### src/rtl/alarm_siren_ctrl.sv
`default_nettype none
// ============================================================================
// Module      : alarm_siren_ctrl
// Description : Alarm panel sequencer. After Arm, an alarm condition (A) opens
//               an entry window of ENTRY_DELAY cycles. The siren then sounds
//               for SIREN_TIME cycles and the panel re-arms itself. Disarm
//               aborts any state and clears the Tripped flag.
// Ports       : Clk     - system clock, rising edge
//               Reset   - asynchronous active-high reset
//               A       - alarm condition (level, synchronous to Clk)
//               Arm     - arm request (level)
//               Disarm  - disarm request (level, overrides everything)
//               Siren   - high in SIREN
//               Armed   - high in ARMED, ENTRY and SIREN
//               Pending - high in ENTRY
//               Tripped - set on entry to SIREN, cleared by Disarm/Reset
//               State   - current state (00 DISARMED, 01 ARMED, 10 ENTRY,
//                         11 SIREN)
//               Count   - remaining cycles of ENTRY/SIREN, 0 otherwise
// Revision    : 1.0 - initial release
// ============================================================================
module alarm_siren_ctrl #(
    parameter int unsigned ENTRY_DELAY = 8,
    parameter int unsigned SIREN_TIME  = 16,
    parameter int unsigned CNT_W       = 8
) (
    input  logic             Clk,
    input  logic             Reset,
    input  logic             A,
    input  logic             Arm,
    input  logic             Disarm,
    output logic             Siren,
    output logic             Armed,
    output logic             Pending,
    output logic             Tripped,
    output logic [1:0]       State,
    output logic [CNT_W-1:0] Count
);

    typedef enum logic [1:0] {
        ST_DISARMED = 2'b00,
        ST_ARMED    = 2'b01,
        ST_ENTRY    = 2'b10,
        ST_SIREN    = 2'b11
    } state_t;

    // Counter load values: the timed state lasts (load + 1) cycles because the
    // exit happens on the cycle where the counter already reads zero.
    localparam logic [CNT_W-1:0] c_entry_load = CNT_W'(ENTRY_DELAY - 1);
    localparam logic [CNT_W-1:0] c_siren_load = CNT_W'(SIREN_TIME - 1);
    localparam logic [CNT_W-1:0] c_cnt_zero   = '0;
    localparam logic [CNT_W-1:0] c_cnt_one    = CNT_W'(1);

    state_t           r_state;
    logic [CNT_W-1:0] r_count;
    logic             r_tripped;

    state_t           w_state_nxt;
    logic [CNT_W-1:0] w_count_nxt;
    logic             w_tripped_nxt;

    // State, counter and trip flag registers
    always_ff @(posedge Clk or posedge Reset) begin
        if (Reset) begin
            r_state   <= ST_DISARMED;
            r_count   <= c_cnt_zero;
            r_tripped <= 1'b0;
        end else begin
            r_state   <= w_state_nxt;
            r_count   <= w_count_nxt;
            r_tripped <= w_tripped_nxt;
        end
    end

    // Next-state logic. Disarm is checked first so it wins over Arm and over
    // any timed state; Arm is only honoured from DISARMED.
    always_comb begin
        w_state_nxt   = r_state;
        w_count_nxt   = r_count;
        w_tripped_nxt = r_tripped;

        if (Disarm) begin
            w_state_nxt   = ST_DISARMED;
            w_count_nxt   = c_cnt_zero;
            w_tripped_nxt = 1'b0;
        end else begin
            unique case (r_state)
                ST_DISARMED: begin
                    w_count_nxt = c_cnt_zero;
                    if (Arm) begin
                        w_state_nxt = ST_ARMED;
                    end
                end
                ST_ARMED: begin
                    w_count_nxt = c_cnt_zero;
                    if (A) begin
                        w_state_nxt = ST_ENTRY;
                        w_count_nxt = c_entry_load;
                    end
                end
                ST_ENTRY: begin
                    if (r_count != c_cnt_zero) begin
                        w_count_nxt = r_count - c_cnt_one;
                    end else begin
                        w_state_nxt   = ST_SIREN;
                        w_count_nxt   = c_siren_load;
                        w_tripped_nxt = 1'b1;
                    end
                end
                ST_SIREN: begin
                    if (r_count != c_cnt_zero) begin
                        w_count_nxt = r_count - c_cnt_one;
                    end else begin
                        // Back to ARMED so A can re-trip from the next cycle.
                        w_state_nxt = ST_ARMED;
                        w_count_nxt = c_cnt_zero;
                    end
                end
                default: begin
                    w_state_nxt = ST_DISARMED;
                    w_count_nxt = c_cnt_zero;
                end
            endcase
        end
    end

    // Moore outputs decoded from registers only
    assign Siren   = (r_state == ST_SIREN);
    assign Pending = (r_state == ST_ENTRY);
    assign Armed   = (r_state != ST_DISARMED);
    assign Tripped = r_tripped;
    assign State   = r_state;
    assign Count   = r_count;

endmodule
`default_nettype wire

### config.mk
export PLATFORM = sky130hd
export DESIGN_NAME = alarm_siren_ctrl
export DESIGN_NICKNAME = d
export VERILOG_FILES = /design/src/rtl/alarm_siren_ctrl.sv
export SDC_FILE = /design/constraint.sdc
export NUM_CORES = 1
export LEC_CHECK = 0
export ABC_AREA = 1
export CAP_MARGIN = 20
export CORE_MARGIN = 5
export CORE_UTILIZATION = 49
export CTS_BUF_LIST = sky130_fd_sc_hd__clkbuf_8
export CTS_CLUSTER_DIAMETER = 200
export CTS_CLUSTER_SIZE = 14
export DETAILED_ROUTE_END_ITERATION = 10
export PLACE_DENSITY = 0.8
export SLEW_MARGIN = 5
export SYNTH_ARGS = -nofsm -noshare
export SYNTH_HDL_FRONTEND = slang
export SYNTH_SLANG_ARGS = --single-unit
### constraint.sdc
create_clock -name Clk -period 1.38 [get_ports Clk]
set_input_delay 0.414 -clock Clk [delete_from_list [all_inputs] [get_ports Clk]]
set_output_delay 0.414 -clock Clk [all_outputs]
set_load 0.01 [all_outputs]
Word level (Yosys, flattened, before mapping)
Index checks and enable logic that the tools add are counted.
Widths: inputs -> output; s select.

word-level totals
  bits in registers = 11
  bits in latches = 0
  bits in writable memories = 0
  ROM bits = 0
  bits of input ports = 5
  word-level logic and storage cells = 32
  memories kept = 0

operators by class
  add/sub/neg operators = 1
  $mul = 0
  divide/modulo/power cells = 0
  magnitude comparators = 0
  equal/unequal tests = 8
  shift-type cells = 0
  multiplexer cells = 14
  bitwise operators = 0
  reductions and logical operators = 6

operator list
  kind                 count
  $pmux 8 s4           1
  $mux 8               3
  $ne 3x3->1 const B   4
  $mux 2               5
  $pmux 2 s4           1
  $reduce_bool 8->1    1
  $sub 8x1->8 const B  1
  $eq 2x2->1 const B   2
  $reduce_and 4->1     1
  $reduce_bool 2->1    2
  $mux 1               3
  $mux 3               1
  $eq 2x1->1 const B   1
  $logic_not 2->1      1
  $ne 2x2->1 const B   1
  $reduce_and 2->1     1

Depth between registers and ports, before layout
  depth in word-level cells = 4
  depth in mapped cells = 9
  mapped depth without buffers = 9

Least setup slack after synthesis
Ideal clock, no wire load.

  kind = reg-to-reg
  from = register r_state[0], in the netlist State[0]
  to = register r_state[0], in the netlist State[0]
  setup time = 117 ps
  arrival = 1226 ps
  required time = 1263 ps
  slack = 37 ps
  cell stages (with the launch flop) = 9
  path buffers = 0
  clock period less this slack = 1343 ps
  path through = dfrtp_1 > inv_1 > ha_1 > inv_1 > nor2_1 > o21ai_4 > nand2_2 > nand2_1 > nand2_1

between the ends
  cells in the longest elaborated chain, start to end = 3
  elaborated cells between the ends (all ways) = 11

RTL lines
  item                                                  line  text
  start: declaration                                    54    state_t r_state;
  start signal: assignment                              69    r_state <= w_state_nxt;
  $eq 2x2->1 (*)                                        -
  via Pending                                           34    output logic Pending,
  $ne 3x3->1 (no line) or $pmux 2 s4 (tied branches)    -
  $reduce_and 4->1 (no line) or $mux 2 (tied branches)  -

Mark *: on every way through the listed nets, which the timed path passes. The rest lies on a longest branch.
A chain may end at the register's enable or synchronous reset.

Worst setup path in the final report
  from = register r_state[1], in the netlist State[1]
  to = output Armed

between the ends
  cells in the longest elaborated chain, start to end = 1

RTL lines
  item               line  text
  $reduce_bool 2->1  130   assign Armed = (r_state != ST_DISARMED);
  end: declaration   33    output logic Armed,

No other way between the ends.

==> impl_results.md <==
- Status: complete, but fails checks
- Violated checks: negative setup slack
- Area contributors post-synth: sky130_fd_sc_hd__dfrtp_1 38%, sky130_fd_sc_hd__ha_1 10%, sky130_fd_sc_hd__nand2_1 8.8%
- WHS: 492.7 ps
- Sequential cell area: 276.5 um^2
- Maximum level of the CTS H-tree: 1
- Slew at the pin closest to its max-slew limit: 450.5 ps
- Cell count after synthesis: 91
- Boundary pin count: 19
- Clock latency on the worst-skew pair: 260 ps
- Met2 Track Usage GR: 34.78%
- Input/output buffers: 18
- Upper clock frequency limit: 646.6 MHz
- Final net count: 148
- Arrival time at the worst endpoint: 1130 ps
- Maximum number of pins on one net before global-route repair: 12
- Initial antenna violation count: 0
- Cell area after technology mapping: 724.4 um^2
- Global-route wire length before repair: 3601 um
- Final core utilization: 96.85%
- Setup Viol. Count Final: 16
- Highest net fanout along the worst path: 4
- Clock tree sinks: 11
- Max rail drop VDD: 1415 uV
- Xor/xnor cell area share of the yosys netlist: 6.045%
- Met1 Usage GRT: 19.81%
- Detailed-route via count: 915
- Main combinational cell family by area after synthesis: simple AND/OR/NAND/NOR gates
- Total number of yosys warnings: 0
- Class of the most critical setup path: flip-flop to output pin
- Worst setup EP type: output pin
- Clk pin slew, worst setup/hold paths: 60 ps
- Final standard cell area without fillers: 1308 um^2
- Area taken by multi-input logic gates: 544.3 um^2
- Filler Cells Inserted: 25
- Yosys cell types: 19
- Areal power density over the cells: 2047 nW/um^2
- Worst relative slew slack: 69.93%
- DRT iter0 DRCs: 30
- Antenna Nets Post-Route: 0
- Standard cell core area: 1350 um^2
- Final hold violation count: 0
- CP max-delay cell: sky130_fd_sc_hd__dfrtp_2
- CTS Buf Count: 3
- Worst min-delay path class: input port to async pin
- Effective utilization at floorplan: 53.66%
- Max incr delay on CP: 460 ps
- Proportion of netlist area held by the largest area contributor: 38.00%
- Gr ovfl total: 0
- Horizontal die dimension: 48.45 um
- Clock skew after layout: 10.78 ps
- Die Area: 2347 um^2
- Buffer cell driving the clock tree root: sky130_fd_sc_hd__clkbuf_8
- Area share of and/or/nand/nor cells after synthesis: 32.30%
- Total of flip-flops plus latches after synthesis: 11
- Total wirelength of the detailed-routed design: 3360 um
- Overall routing resource usage: 19.03%
- Total Neg Setup Slack: -1277 ps
- CTS max path bufs: 2
- Period utilisation layout: 112.1%
- Number of iterations in the first detailed-routing pass: 4
- Post-synthesis adder-cell area fraction: 10.36%
- Average cell area after synthesis: 7.961 um^2
- Vias in the first global route: 806
- Startpoint Class: flip-flop
- Share of synthesized area occupied by flip-flops and latches: 38.00%
- Final setup slack of the worst path: -166.5 ps
- HPWL after DPL: 1512 um
- Post-route total power: 2.676 mW
- Leak: 0.7102 nW
- Synthesized Nets: 102
- Critical-path cell list: inv_2 -> ha_4 -> inv_2 -> buf_6
- TritonCTS clock tree: yes
- Count of inserted antenna diode cells: 0
- Routed length per instance: 22.25 um
- RSZ-0062 raised after global routing: true
- Number of slew-limit violations in the final report: 0
- Met3 Resource Use GR: 4.587%
- Cell type with the highest occurrence count on the critical path: sky130_fd_sc_hd__inv_2
- Pre-CTS setup slack: -296.2 ps
- Filler-free cell count of the finished design: 151
- Mux share of post-synthesis cell area: 0%
- Area fraction in compound gates after synthesis: 4.836%
- Row count: 13
- Die Span Y: 48.45 um
- Dpl cells: 139
- Fraction of layout instances using a drive strength above 1: 51.47%
- Final estimated routing congestion in global placement: 0.8676
- Area Overhead vs Synth: 80.48%
- Crit path time final: 1547 ps
- Synth area leader: sky130_fd_sc_hd__dfrtp_1
- Required arrival time at the worst endpoint: 970 ps
- Number of max-cap violations: 0
- Residual DRC: 0
- Per-cell via count in the routed design: 6.060
- Most heavily used metal layer in global routing: met2
- Cell area after placement: 1039 um^2
==> worst max-delay path, delay by kind of cell, from the launching register on <==
| family | cells | cell delay (ps) |
|---|---|---|
| adders and majority gates | 1 | 150 |
| buffers and inverters | 3 | 260 |
| DFF | 1 | 460 |
==> kinds of logic (layout without fill, tap and decap cells) <==
family          count (synthesis)  in the layout
flops                          11             11
compound gates                  4              4
fa+ha+maj                       6              6
buf+inv                        16             61
simple gates                   49             49
xor+xnor                        5              5
==> power breakdown <==
part / leakage [nW] / internal [mW] / switching (mW)
logic: 0.534 / 0.827 / 1.04
clock network: 0.0269 / 0.197 / 0.156
registers: 0.149 / 0.387 / 0.0675
total: 0.710 / 1.41 / 1.26
==> metal layers <==
layer / part of all wire, % / up-vias
met5: 0 / -
met4: 6.8 / 0
met1: 35 / 430
met2: 48 / 82
li1: - / 378
met3: 9.6 / 25
==> path summary, 6_finish.rpt <==
path                           from  slack (ps)  cells after the start        to
max                        State[1]        -170                      4     Armed
min                           Reset         490                      2  Count[4]
max reg2reg                Count[4]        -140                      9  State[0]
min reg2reg                State[1]         600                      2  State[1]
max in group asynchronous     Reset         550                      2  State[1]
min in group Clk           State[1]         600                      2  State[1]
==> area by class of cell <==
class,count,area share (%)
sequential,11,21.15
clock inverter,1,0.2871
clock buffer,3,3.158
timing repair buffer,42,27.85
multi-input combinational,64,41.63
tap,15,1.435
inverter,15,4.498
==> placed cells by master, fill, tap and decap left out <==
cell                              synthesis  final
sky130_fd_sc_hd__dlygate4sd2_1            0      9
sky130_fd_sc_hd__clkdlybuf4s15_1          0      1
sky130_fd_sc_hd__o21ai_4                  1      1
sky130_fd_sc_hd__buf_4                    0     20
sky130_fd_sc_hd__dfrtp_1                 11     10
sky130_fd_sc_hd__nand2_4                  1      3
sky130_fd_sc_hd__buf_6                    0      8
sky130_fd_sc_hd__o21bai_1                 1      1
sky130_fd_sc_hd__inv_4                    0      1
sky130_fd_sc_hd__buf_2                    1      1
sky130_fd_sc_hd__dfrtp_2                  0      1
sky130_fd_sc_hd__clkdlybuf4s50_1          0      3
sky130_fd_sc_hd__ha_4                     0      6
sky130_fd_sc_hd__nor2_2                   2      2
sky130_fd_sc_hd__nand3_1                  8      4
sky130_fd_sc_hd__nand3_4                  0      2
sky130_fd_sc_hd__inv_1                   13      5
sky130_fd_sc_hd__nor2_1                  12     10
sky130_fd_sc_hd__xor2_1                   4      4
sky130_fd_sc_hd__clkbuf_8                 0      3
sky130_fd_sc_hd__a21oi_2                  0      1
sky130_fd_sc_hd__a31oi_1                  1      1
sky130_fd_sc_hd__inv_2                    2     10
sky130_fd_sc_hd__nand4_1                  5      5
sky130_fd_sc_hd__nand2_2                  3      5
sky130_fd_sc_hd__nand3_2                  0      2
sky130_fd_sc_hd__xnor2_2                  0      1
sky130_fd_sc_hd__nor2_4                   1      3
sky130_fd_sc_hd__nand2_1                 17     13
==> state kept, by name, summed over array words and instances (netlist names) <==
| signal | cells |
|---|---|
| Count | 8 |
| State | 2 |
| Tripped | 1 |
==> cells in the mapped netlist, drive strengths merged <==
cell type and number:
xnor2 1, nand2 21, a31oi 1, ha 6
inv 15, nand3 8, xor2 4, nor2 15
a21oi 1, dfrtp 11, buf 1, o21bai 1
nand4 5, o21ai 1
==> repair_timing <==
item	CTS	global route
buffers inserted	3	6
resized for setup	48	32
hold endpoints to repair	0	0
hold buffers	0	0
endpoints found under the setup margin	24	14
pin swaps	5	13
Note: power is estimated with default switching activity, not from simulation.
